`config.mk`:
```
export PLATFORM = sky130hd
export DESIGN_NAME = bcd_digit_adder
export DESIGN_NICKNAME = d
export VERILOG_FILES = /design/src/rtl/bcd_digit_adder.sv
export SDC_FILE = /design/constraint.sdc
export NUM_CORES = 1
export LEC_CHECK = 0
export CORE_AREA = 2 2 39 41
export CTS_BUF_LIST = sky130_fd_sc_hd__clkbuf_16
export CTS_CLUSTER_DIAMETER = 200
export DETAILED_ROUTE_END_ITERATION = 7
export DIE_AREA = 0 0 41 43
export GPL_TIMING_DRIVEN = 0
export PLACE_DENSITY = 0.68
export SYNTH_ARGS = -nofsm -noshare
export SYNTH_HDL_FRONTEND = slang
export SYNTH_SLANG_ARGS = --single-unit
```
`constraint.sdc`:
```
create_clock -name clk -period 4.2 [get_ports clk]
set_input_delay 1.05 -clock clk [delete_from_list [all_inputs] [get_ports clk]]
set_output_delay 1.05 -clock clk [all_outputs]
set_load 0.05 [all_outputs]
```
`src/rtl/bcd_digit_adder.sv`:
```
// ---------------------------------------------------------------------------
// bcd_digit_adder
//
// Single-digit BCD adder with registered outputs. Adds two BCD digits plus a
// decimal carry-in, applies decimal correction and registers one BCD sum
// digit and a decimal carry-out. Operands above 9 are flagged on err, and
// for them the sum and carry are forced to zero. Latency is one cycle.
// Cascade digits through cin/cout: each stage adds one cycle of delay.
//
// Ports:
//   clk  - clock, all state updates on the rising edge
//   rst  - synchronous reset, active-high; clears s/cout/err
//   a    - BCD operand digit (legal 0..9)
//   b    - BCD operand digit (legal 0..9)
//   cin  - decimal carry-in
//   s    - registered BCD sum digit (0..9)
//   cout - registered decimal carry-out (tens digit of a+b+cin)
//   err  - registered flag, set when a or b exceeds 9
// ---------------------------------------------------------------------------
module bcd_digit_adder (
  input  logic       clk,
  input  logic       rst,
  input  logic [3:0] a,
  input  logic [3:0] b,
  input  logic       cin,
  output logic [3:0] s,
  output logic       cout,
  output logic       err
);

  // True when a 4-bit value is a legal BCD digit.
  function automatic logic is_bcd(input logic [3:0] digit);
    is_bcd = (digit <= 4'd9);
  endfunction

  logic [4:0] bin_s;       // binary sum, at most 31, so 5 bits never overflow
  logic [4:0] corr_s;      // binary sum plus 6; its low nibble is bin - 10
  logic       invalid_s;
  logic [3:0] s_d;
  logic       cout_d;
  logic       err_d;
  logic [3:0] s_q;
  logic       cout_q;
  logic       err_q;

  // Binary add, validity check and decimal correction feeding the registers.
  always_comb begin
    bin_s     = {1'b0, a} + {1'b0, b} + {4'b0000, cin};
    corr_s    = bin_s + 5'd6;
    invalid_s = ~(is_bcd(a) & is_bcd(b));
    s_d       = 4'd0;
    cout_d    = 1'b0;
    err_d     = 1'b0;
    if (invalid_s) begin
      // No correction is attempted for non-BCD operands.
      s_d    = 4'd0;
      cout_d = 1'b0;
      err_d  = 1'b1;
    end else if (bin_s >= 5'd10) begin
      s_d    = corr_s[3:0];
      cout_d = 1'b1;
      err_d  = 1'b0;
    end else begin
      s_d    = bin_s[3:0];
      cout_d = 1'b0;
      err_d  = 1'b0;
    end
  end

  // Output registers; reset takes priority over capturing a new result.
  always_ff @(posedge clk) begin
    if (rst) begin
      s_q    <= 4'd0;
      cout_q <= 1'b0;
      err_q  <= 1'b0;
    end else begin
      s_q    <= s_d;
      cout_q <= cout_d;
      err_q  <= err_d;
    end
  end

  assign s    = s_q;
  assign cout = cout_q;
  assign err  = err_q;

endmodule

```
Yosys cells after proc, flatten, opt, wreduce, memory -nomap -nowiden
Cells that the tools add are included.

RAM bits: 0. Input bits: 11. Output and inout bits: 6. Memories: 0. Latch bits: 0. Bits in registers: 6. ROM bits: 0.

Mux-type cells: 3. Multipliers: 0. Bitwise logic cells: 2. Shift-type cells: 0. Equality and inequality tests: 0. Div/mod/pow operators: 0. $add $sub $neg: 3. Reductions and logical operators: 1. $lt $le $gt $ge: 3.

Operator list (number): less-or-equal comparator 4 bit, second input constant (2); adder 4 x 4 -> 5 bit (1); adder 5 x 1 -> 5 bit (1); greater-or-equal comparator 5 x 4 -> 1 bit, second input constant (1); adder 4 x 3 -> 4 bit, second input constant (1); 2-to-1 mux 4 bit (1); 2-to-1 mux 1 bit (2); OR reduction 2 bit (1); AND 1 bit (1); inverter 1 bit (1).

Logic depth before layout (Yosys ltp)
Gate-level depths: netlist of run 1.

Depth in word-level cells: 4. Mapped depth: 10. Depth with buffers taken out: 10.

Worst setup path after synthesis of run 1
No wires, ideal clock.

Kind: input to register. From: input port a[0]. To: register s_q[1] (netlist: s[1]). Cell stages on the path: 10. Path buffers: 0. Arrival time: 3.186 ns. Slack: 0.893 ns. Path through: inv_1 -> fa_1 -> fa_1 -> xor2_2 -> ha_1 -> inv_1 -> a31oi_1 -> o311ai_2 -> nor2_2 -> mux2_4.

Longest elaborated chain between the ends: 4. Elaborated cells between the ends (all ways): 9. Classes of those cells: add/sub: 3; order compare: 2; mux: 1; bitwise: 2; reduce/logical: 1.

RTL lines: from (decl) (line 23) `input logic [3:0] a,`; adder 4 x 4 -> 5 bit or less-or-equal comparator 4 bit (tied branches) (line 48, 33); adder 5 x 1 -> 5 bit or AND 1 bit (tied branches) (line 48, 50); adder 4 x 3 -> 4 bit (tied with other cells) (line 49) `corr_s = bin_s + 5'd6;`; 2-to-1 mux 4 bit or OR reduction 2 bit (tied branches); to (signal assigned) (line 73) `s_q <= 4'd0;`; to (signal assigned) (line 77) `s_q <= s_d;`; to (decl) (line 42) `logic [3:0] s_q;`.

Parallel ways exist; a longest one is shown, timed or not. A chain may end at the register's enable or synchronous reset.

Worst setup path in the final report of run 1
From: input port a[0]. To: register s_q[2] (netlist: s[2]).

Same word-level chain as after synthesis.

==> results of run 1 <==
==> synthesized netlist by cell type (2+ instances only) <==
master and n:
inv_1 10, dfxtp_1 6, nor2_1 4, ha_1 4
a311oi_1 2, nor2b_1 2, fa_1 2, o21ai_0 5
o31ai_1 2, a21oi_1 2
==> layout make-up <==
class	count	area (um^2)
clock buffers	3	75.1
fillers	143	684
inverters	10	37.5
multi-input cells	33	287
flip-flops and latches	6	120
well taps	16	20.0
repair buffers	16	160
==> worst paths after layout <==
path	from	end	slack [ns]	cells after the start
worst min-delay path	rst	err$_SDFF_PP0_	1.39	2
worst max-delay path	a[0]	s[2]$_SDFF_PP0_	0.46	11
==> kinds of logic after synthesis <==
logic type	synth area share, %
AOI/OAI and AO/OA	24.8
buffers and inverters	8.45
muxes	3.38
adders and majority gates	20.3
DFF	27.0
and+or+nand+nor	12.4
xor gates and xnor gates	3.66
==> critical path: stages <==
cell and delay [ns]:
clkdlybuf4s50_1 0.45, inv_1 0.05, fa_1 0.46, fa_1 0.44, xor2_2 0.18, ha_1 0.21
inv_1 0.08, a31oi_1 0.28, a211oi_2 0.10, or4_1 0.48, o31ai_1 0.08
==> metal layers <==
| layer | up-vias | part of all wire (%) | track usage (%) |
|---|---|---|---|
| li1 | 209 | - | - |
| met1 | 185 | 43 | 14.5 |
| met2 | 13 | 51 | 20.6 |
| met3 | 0 | 5.6 | 3.66 |
| met4 | 0 | 0 | 8.00 |
| met5 | - | 0 | 0 |
==> state kept, by name, indices dropped and copies added (netlist names) <==
name / count
cout: 1
err: 1
s: 4
==> power by group through the flow <==
stage	clock, mW	combinational, mW	sequential [mW]
6_report	0.150	0.0882	0.0636
5_1_grt	0.157	0.0980	0.0644
4_1_cts	0.153	0.0889	0.0638
3_5_place_dp	0	0.0887	0.0646
3_3_place_gp	0	0.0872	0.0642
2_1_floorplan	0	0.0432	0.0822
==> impl_metrics.ini, run 1 <==
[status]
status = finished, final reports clean

[yosys]
synth_top_cell_area_share_pct = 27.0
avgSynthCellArea_um2 = 9.06
yosys.cell_types.count = 20
synthesis.area_um2 = 444
ys.flop_type = dfxtp_1
ys_seq_area_share_pct = 27.0
syn_inst = 49
synth_top_cell_by_area = dfxtp_1
yosys-top-cells-area = dfxtp_1 (27%), ha_1 (11%), fa_1 (9.0%)
synth_edf_count = 0
yosysWarningCount = 0
synth_fp_nets = 66
async_flop_share_pct = 0
synth_seq_cells = 6

[finish]
stdcell_count = 84
antenna_cells = 0
syn_to_final_growth_pct = 57.5
final_common_cell = clkdlybuf4s50_1
nets = 87
final_cell_mix = clkdlybuf4s50_1 (16), inv_1 (10), dfxtp_1 (6)
utilization_pct = 50.5
drive_above_1_share_pct = 11.8
final_area_um2 = 699

[floorplan]
die_width_um = 41
io_pins = 17
coreArea_um2 = 1380
rows = 14
die_area_um2 = 1760
start_util_pct = 32.1
die_h_um = 43

[setup_path]
worstPathRequired_ns = 4.33
critical_path_class = in2reg
cp-end-kind = flop
crit_path_start_kind = primary input
arrival_ns = 3.87
path_max_fanout = 3

[place]
place_area_um2 = 624
dpl.hpwl_um = 757
gp_congestion = 0.813
dp_slack_ns = 0.216
io_buffers = 16
dpl.cell_count = 81

[clock_tree]
cts_hold_buf = 0
cts_buffers = 3
root_buffer = clkbuf_16
cts.clk_slew.worst_paths_ns = 0.03
cts_repair_resize_count = 0
numClockSinks = 6
cts_tree = done
post-cts-setup-buffer-count = 0
htree_num_levels = 1
clk_path_buf_depth = 2

[routing]
remaining_drc_errors = 0
drtAntennaViolNets = 0
avgViaCountPerCell = 4.85
wl_per_cell_um = 10.3
drtIter0Drc = 2
first_pass_iters = 2
routed_wl_um = 869
vias = 407

[sta]
slew_headroom_pct = 67.0
min_period_over_period_pct = 89.0
fin_hold_ws_ns = 1.39
tightest_slew_ns = 0.494
rsz0062_at_grt = no
setup_ws_ns = 0.460
finalHoldViolCount = 0
slew_violations = 0
fin_setup_tns_ns = 0
finalSetupViolCount = 0
min_period_ns = 3.74
fmax_mhz = 267

[power_and_ir_drop]
power_mw = 0.302
swShare_pct = 26.6
power_frac_comb_pct = 29.2
vdd_ir_drop_max_uv = 125
seqPwrFrac_pct = 21.1
clkPwrFrac_pct = 49.7
switchingPower_mw = 0.0802
p_int_mw = 0.222
leakage_nw = 0.293
p_per_area_nw_per_um2 = 432

[hold_path]
worstHoldPathType = in2reg

[run]
maxCapViolCount = 0

[global_route]
grt_max_degree = 8
grt_pass1_vias = 395
grt_overflow = 0
antenna_found_initial = 0
grt_first_pass_wirelength_mm = 1.56
track_usage_pct = 13.1
Power figures use the tool's default switching activity.
==> run 2: changes to the inputs <==
--- a/config.mk
+++ b/config.mk
@@ -12,6 +12,7 @@
 export DIE_AREA = 0 0 41 43
 export GPL_TIMING_DRIVEN = 0
 export PLACE_DENSITY = 0.68
+export SLEW_MARGIN = 25
 export SYNTH_ARGS = -nofsm -noshare
 export SYNTH_HDL_FRONTEND = slang
 export SYNTH_SLANG_ARGS = --single-unit
==> results of run 2 <==
Same layout as run 1: the final DEF is identical, and so are final timing and power.
==> edit 1, RTL diff (settings of run 1) <==
Make the reset (`rst`) asynchronous in one clocked block. Comments in the files are not updated.
--- a/src/rtl/bcd_digit_adder.sv
+++ b/src/rtl/bcd_digit_adder.sv
@@ -68,7 +68,7 @@
   end
 
   // Output registers; reset takes priority over capturing a new result.
-  always_ff @(posedge clk) begin
+  always_ff @(posedge clk or posedge rst) begin
     if (rst) begin
       s_q    <= 4'd0;
       cout_q <= 1'b0;
Check against the original RTL: differs if rst is asserted again (counterexample within 4 cycles, from zero or initial values and one cycle with rst high); with rst held inactive, the same outputs for 10 cycles.
==> edit 1 against run 1 <==
Sequential cell count unchanged; count of clock-buffer cells in the layout unchanged; area after synthesis up 13%; worst setup slack worse by 240 ps; total power up 9.6%; synthesized cell count up 18%; sequential share of layout area up 2.6 points; routed wire length up 15%; largest cell class unchanged; design area up 8.4%; fmax down 6.0%.
==> edit 1: results (changes against run 1) <==
Worst path slowest cell=fa_1; ys flop type=dfrtp_1; sequential area share after synthesis=29.9% (+2.8 points); worst hold path class=input pin to async pin; Hold Slack=1040 ps (-345 ps); number of multi-input logic gates=45 (+36%); Clock buf/inv share=9.90% (-0.83 points); Max Fanout on Critical Path=7 (+4); distinct cell type count after synthesis=26 (+30%); multiplexer area fraction after synthesis=4.23% (+0.85 points); Initial DRC Count=8 (+6); crit path to=s[2]; post-synthesis async set-or-reset flop share=100% (+100 points); largest net degree at the start of global routing=9 (+1); top cells by area, synth=dfrtp_1 30%, ha_1 10%, fa_1 8.0%; Filler cells=140 (-2.1%); Slew Limit Headroom=67.2% (+0.21 points); drt pass-1 iters=4 (+2); fraction of final layout cells sized beyond drive strength 1=7.79% (-4.0 points); peak supply drop=0.150 mV (+21%); vias=484 (+19%); status=completed; Routed wire per std cell=10.7 um (+3.6%); area share of xor/xnor cells in the synthesized design=1.74% (-1.9 points); complex-gate fraction of the synthesized area=15.9% (-8.9 points); switching share of power=29.5% (+3.0 points); Total Wirelength=997 um (+15%); Synth top cells by count=8 x nor2_1, 7 x inv_1, 6 x dfrtp_1, 5 x nand2_1; number of global-route vias before repair=448 (+13%); dpl cells=90 (+11%); first-pass GRT wire length=1.72 mm (+10%); setup slack at placement=-0.830 ps (-217 ps); non-clock buffer area fraction after layout=21.1% (-1.8 points); largest family of logic cells by synthesized area=simple AND/OR/NAND/NOR gates; post-route core utilization=54.8% (+4.2 points)
[edit 1: cell count changes after synthesis, moves of 2 or more]
cell      delta
a311oi_1     -2
dfrtp_1      +6
dfxtp_1      -6
inv_1        -3
nand2_1      +5
nand3_1      +2
nor2_1       +4
nor3_1       +3
o31ai_1      -2
[edit 1: power groups by stage]
stage / Combinational (mW) / Clock, mW / Sequential (mW)
4_1_cts: 0.114 / 0.152 / 0.0680
6_report: 0.114 / 0.150 / 0.0678
5_1_grt: 0.125 / 0.155 / 0.0689
3_3_place_gp: 0.112 / 0 / 0.0683
2_1_floorplan: 0.0482 / 0 / 0.0977
3_5_place_dp: 0.113 / 0 / 0.0686
[edit 1: kinds of logic after synthesis]
family / Yosys count
simple gates: 25
xor+xnor: 1
compound gates: 11
buf+inv: 7
fa+ha+maj: 6
mux: 2
flops: 6
[edit 1: metal layers]
layer | part of all wire [%] | global-route usage (%)
met2 | 54 | 25.6
met3 | 6.4 | 1.57
met5 | 0 | 0
met4 | 0 | 8.00
met1 | 40 | 14.1
==> edit 2, RTL diff (config.mk and constraints of run 1) <==
Without the edit above. Register the inputs `a`, `b` and `cin` before use, without a reset. The logic sees them one clock later. Comments in the files are not updated.
--- a/src/rtl/bcd_digit_adder.sv
+++ b/src/rtl/bcd_digit_adder.sv
@@ -28,6 +28,16 @@
   output logic       err
 );
 
+  logic [3:0] a_q;
+  logic [3:0] b_q;
+  logic cin_q;
+
+  always_ff @(posedge clk) begin
+    a_q   <= a;
+    b_q   <= b;
+    cin_q <= cin;
+  end
+
   // True when a 4-bit value is a legal BCD digit.
   function automatic logic is_bcd(input logic [3:0] digit);
     is_bcd = (digit <= 4'd9);
@@ -45,9 +55,9 @@
 
   // Binary add, validity check and decimal correction feeding the registers.
   always_comb begin
-    bin_s     = {1'b0, a} + {1'b0, b} + {4'b0000, cin};
+    bin_s     = {1'b0, a_q} + {1'b0, b_q} + {4'b0000, cin_q};
     corr_s    = bin_s + 5'd6;
-    invalid_s = ~(is_bcd(a) & is_bcd(b));
+    invalid_s = ~(is_bcd(a_q) & is_bcd(b_q));
     s_d       = 4'd0;
     cout_d    = 1'b0;
     err_d     = 1'b0;
Behaviour: not the same (a bounded check fails within 4 cycles, from zero or initial values and one cycle with rst high).
==> edit 2 against run 1 <==
Clock power increased by 19%; area after synthesis up 41%; sequential cell count grew 9; worst setup slack better by 960 ps; routed wire length rose by 21%; count of clock-buffer cells in the layout did not move; design area grew 26%; critical path depth fell by 1; total power rose by 40%; non-clock buffer count did not move; critical endpoint is now s[1].
==> edit 2: results (changes against run 1) <==
Net Switching=0.107 mW (+33%); post-CTS setup buffer count=0 (unchanged); post-detail-place hpwl=853 um (+13%); Reg2Reg Launch Point=a_q[0]; ANT cells=0 (unchanged); Endpoint, Worst Hold=err; clock buffer depth=2 (unchanged); antenna violations before repair=0 (unchanged); Routability Congestion=0.751 (-7.6%); post-cts resize count=0 (unchanged); PortBufs=16 (unchanged); YS warnings=0 (unchanged); area post-placement=805 sq um (+29%); Synth top cells by count=15 x dfxtp_1, 10 x inv_1, 5 x o21ai_0, 4 x ha_1, 4 x nor2_1; worst hold path depth=2 (unchanged); cts bufs inserted=3 (unchanged); Initial DRC Count=7 (+5); Max Fanout on Critical Path=3 (unchanged); first-pass GRT wire length=2.00 mm (+28%); sequential area share after synthesis=48.1% (+21 points); fin nets=96 (+10%); R2R Setup Slk=1420 ps; CTS H-tree lvls=1 (unchanged); post-synthesis async set-or-reset flop share=0% (unchanged); MaxCap Viol Count=0 (unchanged); Routed wire per std cell=11.2 um (+8.5%); Mean Syn Cell Area=10.8 sq um (+19%); ys flop type=dfxtp_1; Clock Skews=around 2.5 ps; drt pass-1 iters=2 (unchanged); Slew Limit Headroom=66.7% (-0.24 points); status=completed; FF-to-FF End=s[1]; Clk Latency, worst-skew pair=240 ps; worst hold path class=flop to flop; clk root buf=clkbuf_16; distinct cell type count after synthesis=20 (unchanged); Via density=5.13 (+5.8%); non-filler cells, final=94 (+12%); HP Start=a_q[3]; largest net degree at the start of global routing=9 (+1); top cells by area, synth=dfxtp_1 48%, ha_1 8.0%, fa_1 6.4%; number of global-route vias before repair=503 (+27%); CP Data Arrival Time=2900 ps (-970 ps); fraction of final layout cells sized beyond drive strength 1=10.3% (-1.5 points); Pleak=0.374 nW (+28%); Reg2Reg Depth=10; dpl cells=90 (+11%); syn_nets=75 (+14%); GRT Overall Usage=17.7% (+4.7 points); clock slew at reported path FFs=50 ps (+20 ps); peak supply drop=0.272 mV (+120%)
edit 2: layout make-up:
| type | count | area, sq um |
|---|---|---|
| fillers | 123 | 500 |
| clock buffers | 3 | 75.1 |
| multi-input cells | 33 | 287 |
| inverters | 10 | 37.5 |
| clock inverters | 1 | 3.75 |
| well taps | 16 | 20.0 |
| flip-flops and latches | 15 | 300 |
| repair buffers | 16 | 160 |
edit 2: layer usage:
metal  track usage, %  part of all wire, %  wire length, um
met5                0                    0                0
met4             14.0                  3.7               39
met3             4.71                  4.5               48
met2             24.7                   49              515
met1             21.9                   43              452
edit 2: power by group through the flow:
stage | combinational [mW] | clock, mW | sequential [mW]
2_1_floorplan | 0.0431 | 0 | 0.176
3_3_place_gp | 0.0855 | 0 | 0.158
3_5_place_dp | 0.0877 | 0 | 0.159
4_1_cts | 0.0884 | 0.182 | 0.156
5_1_grt | 0.0973 | 0.191 | 0.157
6_report | 0.0880 | 0.179 | 0.156
edit 2: logic make-up after synthesis:
logic type / count (synthesis) / share of synthesized area, %
adder cells (fa/ha/maj): 6 / 14.4
XOR/XNOR: 1 / 2.61
AO/OA/AOI/OAI: 15 / 17.6
buffers and inverters: 10 / 6.01
flip-flops: 15 / 48.1
AND/OR/NAND/NOR: 10 / 8.82
multiplexers: 1 / 2.40
edit 2: worst max-delay path, stage by stage, from the launching register on:
cell and delay [ps]:
dfxtp_1 300, inv_1 50, fa_1 470, fa_1 440
xor2_2 190, ha_1 220, inv_1 80, a31oi_1 270
o311ai_2 160, nor2_2 180, mux2_4 310
edit 2: metrics by stage:
step / hold WS [ps] / utilization, % / setup slack [ps] / power (mW)
4_1_cts: 538 / 63.8 / 1420 / 0.427
3_5_place_dp: 518 / 58.1 / 1440 / 0.246
5_1_grt: 585 / 63.8 / 1240 / 0.445
3_3_place_gp: 512 / 58.1 / 1480 / 0.244
6_report: 539 / 63.8 / 1420 / 0.423
2_1_floorplan: 482 / - / 1650 / 0.219
edit 2: how the worst max path moves through the flow:
stage / start / depth (start not counted) / slack (ps) / to
floorplan: a_q[0] / 10 / 1650 / s[1]
detailed placement: a_q[0] / 10 / 1440 / s[1]
global route: a_q[0] / 10 / 1240 / s[2]
CTS: a_q[0] / 10 / 1420 / s[1]
global placement: a_q[0] / 10 / 1480 / s[1]
finish: a_q[0] / 10 / 1420 / s[1]
